### src/rtl/prefetch_tb_pkg.sv
// Shared types for the strided AR request generator: FSM state encoding,
// sticky error bit positions and the outstanding-counter width.
package prefetch_tb_pkg;

    typedef enum logic [1:0] {
        ST_IDLE  = 2'd0,
        ST_ISSUE = 2'd1,
        ST_DRAIN = 2'd2,
        ST_DONE  = 2'd3
    } state_t;

    localparam int ERR_LAST = 0;
    localparam int ERR_ID   = 1;

    // Wide enough for MAX_OUTSTANDING up to 15.
    localparam int OUT_W = 4;

    function automatic logic [15:0] sat_inc16(input logic [15:0] value);
        return (value == 16'hFFFF) ? value : value + 16'd1;
    endfunction

endpackage

### src/rtl/stride_req_gen_if.sv
// AXI-style read address (AR) and read data (R) channel bundle.
interface stride_req_gen_if #(
    parameter int ADDR_BITS       = 16,
    parameter int BURST_LEN_WIDTH = 8,
    parameter int TID_WIDTH       = 8,
    parameter int DATA_BITS       = 8
);
    logic                       m_ar_valid;
    logic                       m_ar_ready;
    logic [ADDR_BITS-1:0]       m_ar_addr;
    logic [BURST_LEN_WIDTH-1:0] m_ar_len;
    logic [TID_WIDTH-1:0]       m_ar_id;

    logic                       m_r_valid;
    logic                       m_r_ready;
    logic [DATA_BITS-1:0]       m_r_data;
    logic                       m_r_last;
    logic [TID_WIDTH-1:0]       m_r_id;

    modport master (
        output m_ar_valid, m_ar_addr, m_ar_len, m_ar_id, m_r_ready,
        input  m_ar_ready, m_r_valid, m_r_data, m_r_last, m_r_id
    );

    modport slave (
        input  m_ar_valid, m_ar_addr, m_ar_len, m_ar_id, m_r_ready,
        output m_ar_ready, m_r_valid, m_r_data, m_r_last, m_r_id
    );
endinterface

### src/rtl/outstanding_cnt.sv
// In-flight burst counter: +1 per AR accept, -1 per R-last, never
// underflows, flags full at MAX_OUTSTANDING.
module outstanding_cnt
    import prefetch_tb_pkg::*;
#(
    parameter int MAX_OUTSTANDING = 4
) (
    input  logic             clk,
    input  logic             rst,
    input  logic             clr,
    input  logic             inc,
    input  logic             dec,
    output logic [OUT_W-1:0] count,
    output logic             full,
    output logic             empty
);

    logic dec_ok;

    // A stray R-last with nothing in flight is an error, not a decrement.
    assign dec_ok = dec && !empty;
    assign empty  = (count == '0);
    assign full   = (count >= OUT_W'(MAX_OUTSTANDING));

    // NOTE: sequential state uses non-blocking assignments so every flop
    // samples pre-edge values regardless of block ordering.
    always_ff @(posedge clk or posedge rst) begin
        if (rst) begin
            count <= '0;
        end else if (clr) begin
            count <= '0;
        end else begin
            case ({inc, dec_ok})
                2'b10:   if (!full) count <= count + OUT_W'(1);
                2'b01:   count <= count - OUT_W'(1);
                default: count <= count;
            endcase
        end
    end

endmodule

### src/rtl/stride_req_gen.sv
// Issues cfg_req_num AR bursts at base, base+stride, ... with a cap on
// in-flight bursts, accepts and checks the R beats, and pulses done.
module stride_req_gen
    import prefetch_tb_pkg::*;
#(
    parameter int ADDR_BITS       = 16,
    parameter int BURST_LEN_WIDTH = 8,
    parameter int TID_WIDTH       = 8,
    parameter int DATA_BITS       = 8,
    parameter int REQ_CNT_WIDTH   = 8,
    parameter int MAX_OUTSTANDING = 4
) (
    input  logic                       clk,
    input  logic                       rst,
    input  logic                       start,
    input  logic [ADDR_BITS-1:0]       cfg_base,
    input  logic [ADDR_BITS-1:0]       cfg_stride,
    input  logic [BURST_LEN_WIDTH-1:0] cfg_len,
    input  logic [TID_WIDTH-1:0]       cfg_id,
    input  logic [REQ_CNT_WIDTH-1:0]   cfg_req_num,
    stride_req_gen_if.master           bus,
    output logic                       busy,
    output logic                       done,
    output logic [15:0]                beat_cnt,
    output logic [1:0]                 err
);

    state_t                     state;
    state_t                     state_next;

    logic [ADDR_BITS-1:0]       addr_q;
    logic [ADDR_BITS-1:0]       stride_q;
    logic [BURST_LEN_WIDTH-1:0] len_q;
    logic [TID_WIDTH-1:0]       id_q;
    logic [REQ_CNT_WIDTH-1:0]   req_num_q;
    logic [REQ_CNT_WIDTH-1:0]   issued;
    logic [BURST_LEN_WIDTH-1:0] beat_idx;
    logic [15:0]                beat_cnt_q;
    logic [1:0]                 err_q;

    logic [OUT_W-1:0]           out_cnt;
    logic                       out_full;
    logic                       out_empty;

    logic start_ok;
    logic ar_hs;
    logic r_hs;
    logic r_last_hs;
    logic last_issue;
    logic drain_done;
    logic last_err;
    logic id_err;

    assign start_ok   = start && (state == ST_IDLE);
    assign ar_hs      = bus.m_ar_valid && bus.m_ar_ready;
    assign r_hs       = bus.m_r_valid && bus.m_r_ready;
    assign r_last_hs  = r_hs && bus.m_r_last;
    assign last_issue = ar_hs && (issued == req_num_q - REQ_CNT_WIDTH'(1));

    // Look ahead one beat so done follows the final R-last by one cycle.
    assign drain_done = out_empty ||
                        ((out_cnt == OUT_W'(1)) && r_last_hs && !ar_hs);

    assign last_err = out_empty || (bus.m_r_last != (beat_idx == len_q));
    assign id_err   = (bus.m_r_id != id_q);

    assign busy           = (state == ST_ISSUE) || (state == ST_DRAIN);
    assign done           = (state == ST_DONE);
    assign beat_cnt       = beat_cnt_q;
    assign err            = err_q;

    assign bus.m_ar_valid = (state == ST_ISSUE) && !out_full;
    assign bus.m_ar_addr  = addr_q;
    assign bus.m_ar_len   = len_q;
    assign bus.m_ar_id    = id_q;
    assign bus.m_r_ready  = busy;

    outstanding_cnt #(
        .MAX_OUTSTANDING (MAX_OUTSTANDING)
    ) u_outstanding_cnt (
        .clk   (clk),
        .rst   (rst),
        .clr   (start_ok),
        .inc   (ar_hs),
        .dec   (r_last_hs),
        .count (out_cnt),
        .full  (out_full),
        .empty (out_empty)
    );

    // NOTE: state_next is defaulted before the case so no path leaves it
    // unassigned, which would otherwise infer a latch.
    always_comb begin
        state_next = state;
        case (state)
            ST_IDLE:  if (start) state_next = (cfg_req_num == '0) ? ST_DONE : ST_ISSUE;
            ST_ISSUE: if (last_issue) state_next = ST_DRAIN;
            ST_DRAIN: if (drain_done) state_next = ST_DONE;
            ST_DONE:  state_next = ST_IDLE;
            default:  state_next = ST_IDLE;
        endcase
    end

    always_ff @(posedge clk or posedge rst) begin
        if (rst) begin
            state     <= ST_IDLE;
            stride_q  <= '0;
            len_q     <= '0;
            id_q      <= '0;
            req_num_q <= '0;
        end else begin
            state <= state_next;
            if (start_ok) begin
                stride_q  <= cfg_stride;
                len_q     <= cfg_len;
                id_q      <= cfg_id;
                req_num_q <= cfg_req_num;
            end
        end
    end

    // Address advances modulo 2^ADDR_BITS; a negative stride is just a wrap.
    always_ff @(posedge clk or posedge rst) begin
        if (rst) begin
            addr_q <= '0;
            issued <= '0;
        end else if (start_ok) begin
            addr_q <= cfg_base;
            issued <= '0;
        end else if (ar_hs) begin
            addr_q <= addr_q + stride_q;
            issued <= issued + REQ_CNT_WIDTH'(1);
        end
    end

    always_ff @(posedge clk or posedge rst) begin
        if (rst) begin
            beat_idx   <= '0;
            beat_cnt_q <= '0;
            err_q      <= '0;
        end else if (start_ok) begin
            beat_idx   <= '0;
            beat_cnt_q <= '0;
            err_q      <= '0;
        end else if (r_hs) begin
            beat_cnt_q <= sat_inc16(beat_cnt_q);
            beat_idx   <= bus.m_r_last ? '0 : beat_idx + BURST_LEN_WIDTH'(1);
            if (last_err) err_q[ERR_LAST] <= 1'b1;
            if (id_err)   err_q[ERR_ID]   <= 1'b1;
        end
    end

endmodule

### src/flat_wrapper.sv
// flat-port wrapper written by rule: the top's interface ports become plain ports
module stride_req_gen_flat import prefetch_tb_pkg::*;
#(
    parameter int ADDR_BITS       = 16,
    parameter int BURST_LEN_WIDTH = 8,
    parameter int TID_WIDTH       = 8,
    parameter int DATA_BITS       = 8,
    parameter int REQ_CNT_WIDTH   = 8,
    parameter int MAX_OUTSTANDING = 4
)
  (clk, rst, start, cfg_base, cfg_stride, cfg_len, cfg_id, cfg_req_num, busy, done, beat_cnt, err, bus_m_ar_valid, bus_m_ar_addr, bus_m_ar_len, bus_m_ar_id, bus_m_r_ready, bus_m_ar_ready, bus_m_r_valid, bus_m_r_data, bus_m_r_last, bus_m_r_id);
  stride_req_gen_if #(.ADDR_BITS(ADDR_BITS), .BURST_LEN_WIDTH(BURST_LEN_WIDTH), .TID_WIDTH(TID_WIDTH), .DATA_BITS(DATA_BITS)) bus_i ();
  input  logic clk;
  input  logic rst;
  input  logic start;
  input  logic [ADDR_BITS-1:0] cfg_base;
  input  logic [ADDR_BITS-1:0] cfg_stride;
  input  logic [BURST_LEN_WIDTH-1:0] cfg_len;
  input  logic [TID_WIDTH-1:0] cfg_id;
  input  logic [REQ_CNT_WIDTH-1:0] cfg_req_num;
  output logic busy;
  output logic done;
  output logic [15:0] beat_cnt;
  output logic [1:0] err;
  output wire logic [$bits(bus_i.m_ar_valid)-1:0] bus_m_ar_valid;
  output wire logic [$bits(bus_i.m_ar_addr)-1:0] bus_m_ar_addr;
  output wire logic [$bits(bus_i.m_ar_len)-1:0] bus_m_ar_len;
  output wire logic [$bits(bus_i.m_ar_id)-1:0] bus_m_ar_id;
  output wire logic [$bits(bus_i.m_r_ready)-1:0] bus_m_r_ready;
  input wire logic [$bits(bus_i.m_ar_ready)-1:0] bus_m_ar_ready;
  input wire logic [$bits(bus_i.m_r_valid)-1:0] bus_m_r_valid;
  input wire logic [$bits(bus_i.m_r_data)-1:0] bus_m_r_data;
  input wire logic [$bits(bus_i.m_r_last)-1:0] bus_m_r_last;
  input wire logic [$bits(bus_i.m_r_id)-1:0] bus_m_r_id;
  assign bus_m_ar_valid = bus_i.m_ar_valid;
  assign bus_m_ar_addr = bus_i.m_ar_addr;
  assign bus_m_ar_len = bus_i.m_ar_len;
  assign bus_m_ar_id = bus_i.m_ar_id;
  assign bus_m_r_ready = bus_i.m_r_ready;
  assign bus_i.m_ar_ready = bus_m_ar_ready;
  assign bus_i.m_r_valid = bus_m_r_valid;
  assign bus_i.m_r_data = bus_m_r_data;
  assign bus_i.m_r_last = bus_m_r_last;
  assign bus_i.m_r_id = bus_m_r_id;
  stride_req_gen #(.ADDR_BITS(ADDR_BITS), .BURST_LEN_WIDTH(BURST_LEN_WIDTH), .TID_WIDTH(TID_WIDTH), .DATA_BITS(DATA_BITS), .REQ_CNT_WIDTH(REQ_CNT_WIDTH), .MAX_OUTSTANDING(MAX_OUTSTANDING)) u_core (.clk(clk), .rst(rst), .start(start), .cfg_base(cfg_base), .cfg_stride(cfg_stride), .cfg_len(cfg_len), .cfg_id(cfg_id), .cfg_req_num(cfg_req_num), .bus(bus_i), .busy(busy), .done(done), .beat_cnt(beat_cnt), .err(err));
endmodule
### config.mk
export PLATFORM = sky130hd
export DESIGN_NAME = stride_req_gen_flat
export DESIGN_NICKNAME = d
export VERILOG_FILES = /design/src/rtl/prefetch_tb_pkg.sv /design/src/rtl/stride_req_gen_if.sv /design/src/rtl/outstanding_cnt.sv /design/src/rtl/stride_req_gen.sv /design/src/flat_wrapper.sv
export SDC_FILE = /design/constraint.sdc
export NUM_CORES = 1
export LEC_CHECK = 0
export CAP_MARGIN = 20
export CORE_MARGIN = 1
export CORE_UTILIZATION = 25
export DETAILED_ROUTE_END_ITERATION = 10
export SLEW_MARGIN = 40
export SYNTH_ARGS = -nofsm -noshare
export SYNTH_HDL_FRONTEND = slang
export SYNTH_SLANG_ARGS = --single-unit
### constraint.sdc
create_clock -name clk -period 4.6 [get_ports clk]
set_clock_uncertainty 0.05 [all_clocks]
set_input_delay 0.46 -clock clk [delete_from_list [all_inputs] [get_ports clk]]
set_output_delay 0.46 -clock clk [all_outputs]
set_load 0.05 [all_outputs]
Word-level counts from Yosys, hierarchy flattened
Cells that the tools add are included.
- register bits after elaboration: 96
- bits of input ports: 78
- output and inout bits: 54
- add/subtract/negate cells: 7
- $lt $le $gt $ge: 1
- equality and inequality tests: 16
- multiplexer cells: 22
- reduce and logical (&&, ||, !) cells: 28
- operators with widths (operator ; count):
    16-bit 2-to-1 mux ; 5
    8-bit 2-to-1 mux ; 5
    16-bit by 1-bit adder with 16-bit output, second input constant ; 1
    16-bit adder ; 1
    8-bit by 1-bit adder with 8-bit output, second input constant ; 2
    16-bit == test, second input constant ; 1
    8-bit == test ; 2
    2-bit 2-to-1 mux ; 6
    1-bit logical AND ; 9
    8-bit zero test ; 1
    4-bit 2-to-1 mux ; 2
    8-bit inequality test ; 1
    2-bit case mux with 4 select lines ; 1
    4-bit case mux with 2 select lines ; 1
    2-bit AND reduction ; 4
    2-bit nonzero test ; 4
    8-bit by 1-bit subtractor with 8-bit output, second input constant ; 1
    2-bit == test, second input constant ; 3
    2-bit by 1-bit inequality test with 1-bit output, second input constant ; 3
    4-bit by 1-bit adder with 4-bit output, second input constant ; 1
    2-bit by 1-bit == test with 1-bit output, second input constant ; 2
    4-bit by 1-bit == test with 1-bit output, second input constant ; 1
    4-bit by 3-bit greater-or-equal comparator with 1-bit output, second input constant ; 1
    4-bit zero test ; 1
    10 further kinds ; 15

Logic depth before layout (Yosys ltp)
- depth in word-level cells: 9
- depth in mapped cells: 12
- gate-level depth less buffers: 10

Hierarchy
A second synthesis with hierarchy kept.
- cells, all modules: 635
- area total of the unflattened synthesis: 5555.3 sq um
- by module, submodules not included (module ; times used ; cells an instance ; area an instance (sq um) ; sequential area each (sq um)):
    stride_req_gen ; 1 ; 601 ; 5212.5 ; 2302.2
    outstanding_cnt ; 1 ; 34 ; 342.8 ; 100.1

Worst setup path after synthesis
No wires, ideal clock.
- path type: register -> register
- start: register u_core.state[0]
- end: register u_core.u_outstanding_cnt.count[3]
- setup time: 0.132 ns
- arrival time: 2.431 ns
- slack: 1.987 ns
- stages on the path, launching flop included: 12
- path buffers: 1
- cell sequence: dfrtp_1 > inv_1 > ha_1 > and2_1 > clkbuf_1 > nand3_1 > ha_1 > nor2b_1 > nor2_1 > o21ai_0 > xor2_1 > nor2_1
- cells in the longest elaborated chain, start to end: 8
- elaborated cells on any way between the ends: 17
- RTL lines (what ; RTL line ; RTL):
    from (decl) ; stride_req_gen.sv:28 ; state_t state;
    from (signal assigned) ; stride_req_gen.sv:112 ; state <= state_next;
    2-bit by 1-bit == test with 1-bit output or 2-bit == test (tied branches) ; stride_req_gen.sv:67 ; assign busy = (state == ST_ISSUE) || (state == ST_DRAIN);
    1-bit logical OR * ; stride_req_gen.sv:67 ;
    via bus_m_r_ready ; flat_wrapper.sv:29 ; output wire logic [$bits(bus_i.m_r_ready)-1:0] bus_m_r_ready;
    1-bit logical AND * ; stride_req_gen.sv:56 ; assign r_hs = bus.m_r_valid && bus.m_r_ready;
    1-bit logical AND * ; stride_req_gen.sv:57 ; assign r_last_hs = r_hs && bus.m_r_last;
    1-bit logical AND * ; outstanding_cnt.sv:21 ; assign dec_ok = dec && !empty;
    2-bit by 1-bit == test with 1-bit output or 2-bit == test (tied branches) ; outstanding_cnt.sv:33 ; case ({inc, dec_ok})
    4-bit case mux with 2 select lines (tied with other cells) ; outstanding_cnt.sv:33 ;
    4-bit 2-to-1 mux or 2-bit AND reduction (tied branches) ; -- ;
    to (signal assigned) ; outstanding_cnt.sv:34 ; 2'b10: if (!full) count <= count + OUT_W'(1);
    to (signal assigned) ; outstanding_cnt.sv:35 ; 2'b01: count <= count - OUT_W'(1);
    to (signal assigned) ; outstanding_cnt.sv:36 ; default: count <= count;
    to (decl) ; outstanding_cnt.sv:13 ; output logic [OUT_W-1:0] count,
Mark *: on every way through the listed nets, which the timed path passes. The rest lies on a longest branch.
A chain may end at the register's enable or synchronous reset.

Worst setup path after layout
- start: register u_core.state[1]
- end: register u_core.u_outstanding_cnt.count[3]
- cells in the longest elaborated chain, start to end: 8
- elaborated cells on any way between the ends: 17
- RTL lines (what ; RTL line):
    2-bit by 1-bit == test with 1-bit output or 2-bit == test (tied branches) ; stride_req_gen.sv:67, stride_req_gen.sv:72
    1-bit logical OR ; stride_req_gen.sv:67
    1-bit logical AND ; stride_req_gen.sv:56
    1-bit logical AND ; stride_req_gen.sv:57
    1-bit logical AND ; outstanding_cnt.sv:21
    2-bit by 1-bit == test with 1-bit output or 2-bit == test (tied branches) ; outstanding_cnt.sv:33
    4-bit case mux with 2 select lines (tied with other cells) ; outstanding_cnt.sv:33
    4-bit 2-to-1 mux or 2-bit AND reduction (tied branches) ; --
Parallel ways exist; a longest one is shown, timed or not.

==> impl_metrics.toml <==
[cts]
cts-resized-gates = 0
cts_hold_buf = 0
clock-root-buffer = "clkbuf_16"
cts-htree-levels = 3
cts_buffers = 9
cts.clk_slew.worst_paths_ns = 0.07
clock_path_buffers = 2
post_cts_buffers = 0
clock_sinks = 96
clkLatencyLatePin_ns = 0.35
cts_tree = "done"

[hold_path]
min-delay-start = "u_core.stride_q[4]"
min_path_type = "reg -> reg"

[place]
post-dp-hpwl_um = 10200
port_buffers = 123
numPlacedInstances = 1021
routabilityCongestion = 0.815

[synth]
ys_warn_count = 0
synthesis.nets = 751
yosys_most_used_dff = "dfrtp_1"
ys_ff_latch = 96
syn-instance-count = 643
netlist-cell-type-count = 50
synth_edf_count = 0
synthesis.area_mm2 = 0.00553
async_reset_ff_share_pct = 100
yosysSeqAreaShare_pct = 43.5
synth.avg_cell_area_um2 = 8.60

[floorplanning]
die_w_um = 151
start_util_pct = 25.4
die_h_um = 151
die-area_mm2 = 0.0227
core_area_mm2 = 0.0218
ioPinCount = 132
rows = 54

[sta]
grt_setup_unrepaired = "false"
fmax_mhz = 362
slew_viol_final = 0
finalCritPeriodShare_pct = 60.0
setup_viol = 0
worstMarginPinSlew_ns = 0.680
min_period_ns = 2.76
hold_viol_final = 0
relSlewSlack_pct = 54.6
fin_setup_tns_ns = 0

[finish]
syn_to_final_growth_pct = 33.6
final_cells = 1037
layout_common_cells = "nand2_1 (155), clkdlybuf4s50_1 (123), dfrtp_1 (96)"
drive_gt1_share_pct = 3.57
multiInputGateArea_mm2 = 0.00297
fill_cells = 2302
layout.cells.most_common = "nand2_1"
diodes = 0
seqCellArea_mm2 = 0.00240
nNetsFinal = 861
utilization_pct = 34.0

[setup_path]
r2r_setup_slack_ns = 1.84
worstPathCellList = "inv_1 -> ha_1 -> nand4bb_1 -> buf_4 -> inv_1 -> ha_1 -> nor2_1 -> o21ai_0 -> xor2_1 -> nor2_1"
cp_data_required_time_ns = 4.77
cp_slowest_stage_delay_ns = 0.47
worstReg2RegEnd = "u_core.u_outstanding_cnt.count[3]"
crit_start = "u_core.state[1]"
r2r_cells = 10
end_kind = "register"
crit_path_end = "u_core.u_outstanding_cnt.count[3]"
cp_num_buf_inv = 3
r2r-start = "u_core.state[1]"
worst-path-stages = 10
crit_path_top_delay_cell = "inv_1"
arrival_ns = 2.93
critPathLaunchType = "register"
cp_top_family = "buffers and inverters"
crit_type = "reg -> reg"
worst-path-max-fanout = 26

[global_routing]
antenna_found_initial = 0
gr-usage-met3_pct = 1.91
grt_pass1_wl_um = 23500
grt_max_degree = 73
track_usage_pct = 13.3
use_met2_pct = 21.7
gr-usage-met1_pct = 17.7
first_global_vias = 4682
grt_busiest_layer = "met2"
grt-ovfl-total = 0

[routing]
wl_per_cell_um = 14.1
firstDrtPassIters = 4
ant_nets = 0
num_vias = 4805
wirelength_um = 14600
vias_per_cell = 4.63
drt-initial-drc-count = 218
drcViolationCount = 0

[power]
power_density_mw_per_mm2 = 707
ir_drop_mv = 0.299
leakagePower_nw = 3.29

[job]
maxCapViolations = 0

[outcome]
status = "completed"
report_power, final:
part           internal [mW]  switching [mW]  total (mW)
clock                  0.506           0.335       0.841
combinational           1.13            1.82        2.95
sequential              1.15           0.288        1.44
total                   2.79            2.44        5.23
worst min path at each step:
| stage | to | slack [ns] | depth (start not counted) |
|---|---|---|---|
| global placement | u_core.stride_q[5] | 0.42 | 2 |
| finish | u_core.stride_q[4] | 0.44 | 2 |
| CTS | u_core.stride_q[4] | 0.44 | 2 |
| floorplan | u_core.stride_q[0] | 0.40 | 2 |
| detailed placement | u_core.stride_q[4] | 0.42 | 2 |
| global route | u_core.stride_q[5] | 0.45 | 2 |
cell families after synthesis:
logic type,count (synthesis),synth area share [%]
and+or+nand+nor,295,23.8
xor gates and xnor gates,58,9.19
DFF,96,43.5
buffers and inverters,43,2.99
muxes,6,1.11
AOI/OAI and AO/OA,115,12.5
adders and majority gates,30,6.93
worst register-to-register path, cell delays in order (launching register included):
cell       delay (ns)
dfrtp_1          0.41
inv_1            0.13
ha_1             0.21
nand4bb_1        0.10
buf_4            0.24
inv_1            0.47
ha_1             0.34
nor2_1           0.29
o21ai_0          0.18
xor2_1           0.17
nor2_1           0.05
final cells by class:
| cell class | count | share of cell area, % |
|---|---|---|
| clock buffer | 11 | 3.42 |
| tap | 280 | 4.74 |
| sequential | 96 | 32.5 |
| clock inverter | 4 | 1.05 |
| inverter | 14 | 0.779 |
| timing repair buffer | 128 | 17.3 |
| multi-input combinational | 504 | 40.1 |
metrics by stage:
step	instance area [um^2]	power (mW)	hold WS (ns)	setup WS, ns
detailed placement	7040	4.41	0.420	1.56
finish	7390	5.23	0.437	1.84
CTS	7370	5.28	0.438	1.74
floorplan	5530	3.56	0.400	1.58
global placement	7030	4.36	0.418	1.58
global route	7390	5.65	0.455	1.58
state kept, by name, summed over array words and instances (netlist names):
name,flops
u_core.issued,8
u_core.bus.m_ar_id,8
u_core.bus.m_ar_addr,16
u_core.beat_cnt,16
u_core.beat_idx,8
u_core.u_outstanding_cnt.count,4
u_core.state,2
u_core.stride_q,16
u_core.req_num_q,8
u_core.bus.m_ar_len,8
u_core.err,2
Yosys cell counts (all sizes together), types with 4 or more instances:
cell    count  area [um^2]
mux2i       5         50.1
or3         6         37.5
inv        14         52.6
dfrtp      96         2400
nor3       10         50.1
clkbuf     25         93.8
nor2       59          221
and3       11         68.8
and2        4         25.0
o21a        4         30.0
nor4        4         25.0
buf         4         18.8
nor2b       5         31.3
ha         29          363
nand2     156          586
and4        5         43.8
a31oi       9         56.3
o21ai      32          160
xor2       29          254
nand4      11         68.8
a21o        6         45.0
xnor2      29          254
a21oi      39          195
a211oi      5         37.5
nand3      13         65.1
layer usage:
metal / wire length [um] / vias up / share of wire, %
li1: - / 2409 / -
met1: 7080 / 2294 / 48
met4: 208 / 0 / 1.4
met5: 0 / - / 0
met3: 587 / 12 / 4.0
met2: 6770 / 90 / 46
Power figures use the tool's default switching activity.
==> RTL change: new RTL, config.mk and constraints unchanged <==
The 4 states of `state_t` get a Gray code encoding in 2 bits.
--- a/src/rtl/prefetch_tb_pkg.sv
+++ b/src/rtl/prefetch_tb_pkg.sv
@@ -4,8 +4,8 @@
 
     typedef enum logic [1:0] {
-        ST_IDLE  = 2'd0,
-        ST_ISSUE = 2'd1,
-        ST_DRAIN = 2'd2,
-        ST_DONE  = 2'd3
+        ST_IDLE  = 2'b00,
+        ST_ISSUE = 2'b01,
+        ST_DRAIN = 2'b11,
+        ST_DONE  = 2'b10
     } state_t;
 
Behaviour: no difference found for any inputs over 4 cycles, from zero or initial values and one cycle with rst high; so few cycles prove little.
==> RTL change against the original RTL <==
  * Total power shrank 4.8%
  * Critical endpoint is now bus_m_ar_valid
  * Cell area shrank 2.9%
  * Sequential cell count is the same
  * Routed wire length shrank 5.9%
  * Highest routed layer unchanged
  * Synthesized cell count shrank 5.8%
  * Combinational power shrank 9.5%
  * Largest cell class unchanged
  * Synthesized area shrank 4.0%
  * Setup slack gained 0.12 ns
  * Clock power shrank 5.6%
==> RTL change: results <==
metrics = {
    "synthesis": {
        "post_synth_xor_area_fraction_pct": 10.39,
        "synth_cells": 606,
        "synth.mux.area_fraction_pct": 0.9663,
        "ys_seq_area_share_pct": 45.25,
        "synth_compound_area_share_pct": 11.78,
        "netlist_top_cells_count": "nand2_1, dfrtp_1, nor2_1",
        "synth_adder_area_share_pct": 6.033,
        "synthTopCellsByArea": "dfrtp_1, nand2_1, ha_1",
    },
    "layout": {
        "fill_cells": 2127,
        "nets": 823,
    },
    "routing": {
        "drt_iter0_drc": 206,
        "via_per_inst": 4.545,
        "wl_per_cell_microns": 13.85,
    },
    "hold_path": {
        "hold_class": "in -> async",
    },
    "power": {
        "switching_share_pct": 45.95,
        "p_comb_mw": 2.67,
        "pg_clk_uw": 794,
        "p_leak_nw": 3.191,
    },
    "place": {
        "dp_worst_setup_slack_ns": 1.870,
        "placedCellCount": 979,
        "place_area_sq_mm": 0.006865,
    },
    "timing": {
        "max_freq_mhz": 378.1,
        "holdWs_ns": 0.4099,
    },
    "critical_path": {
        "rr_startpoint": "u_core.u_outstanding_cnt.count[2]$_DFFE_PP0P_",
        "path_max_fanout": 5,
        "arrival_ns": 2.13,
        "r2r_setup_slack_ns": 1.99,
    },
    "grt": {
        "grt_pass1_wl_microns": 22510,
    },
    "run_status": {
        "status": "finished clean",
    },
}
[RTL change: routing by layer]
metal / part of all wire, % / track usage, % / up-vias / routed length, microns
met2: 46 / 20.78 / 103 / 6340
met5: 0 / 0 / - / 0
met4: 1.1 / 3.608 / 0 / 153
li1: - / - / 2270 / -
met3: 4.5 / 3.025 / 12 / 614
met1: 48 / 17.69 / 2137 / 6677
[RTL change: cell type report]
cell class / instances / area (sq um) / area share (%)
timing repair buffer: 129 / 1314 / 18.32
multi-input combinational: 473 / 2768 / 38.60
sequential: 96 / 2402 / 33.50
clock buffer: 10 / 239.0 / 3.333
tap: 270 / 337.8 / 4.711
inverter: 11 / 43.79 / 0.6107
clock inverter: 6 / 66.31 / 0.9248
[RTL change: critical path, cell delays in order, from the launching register on]
cell and delay [ns]:
dfrtp_1 0.43, or2_1 0.26, nor3b_2 0.24, clkdlybuf4s50_1 0.86
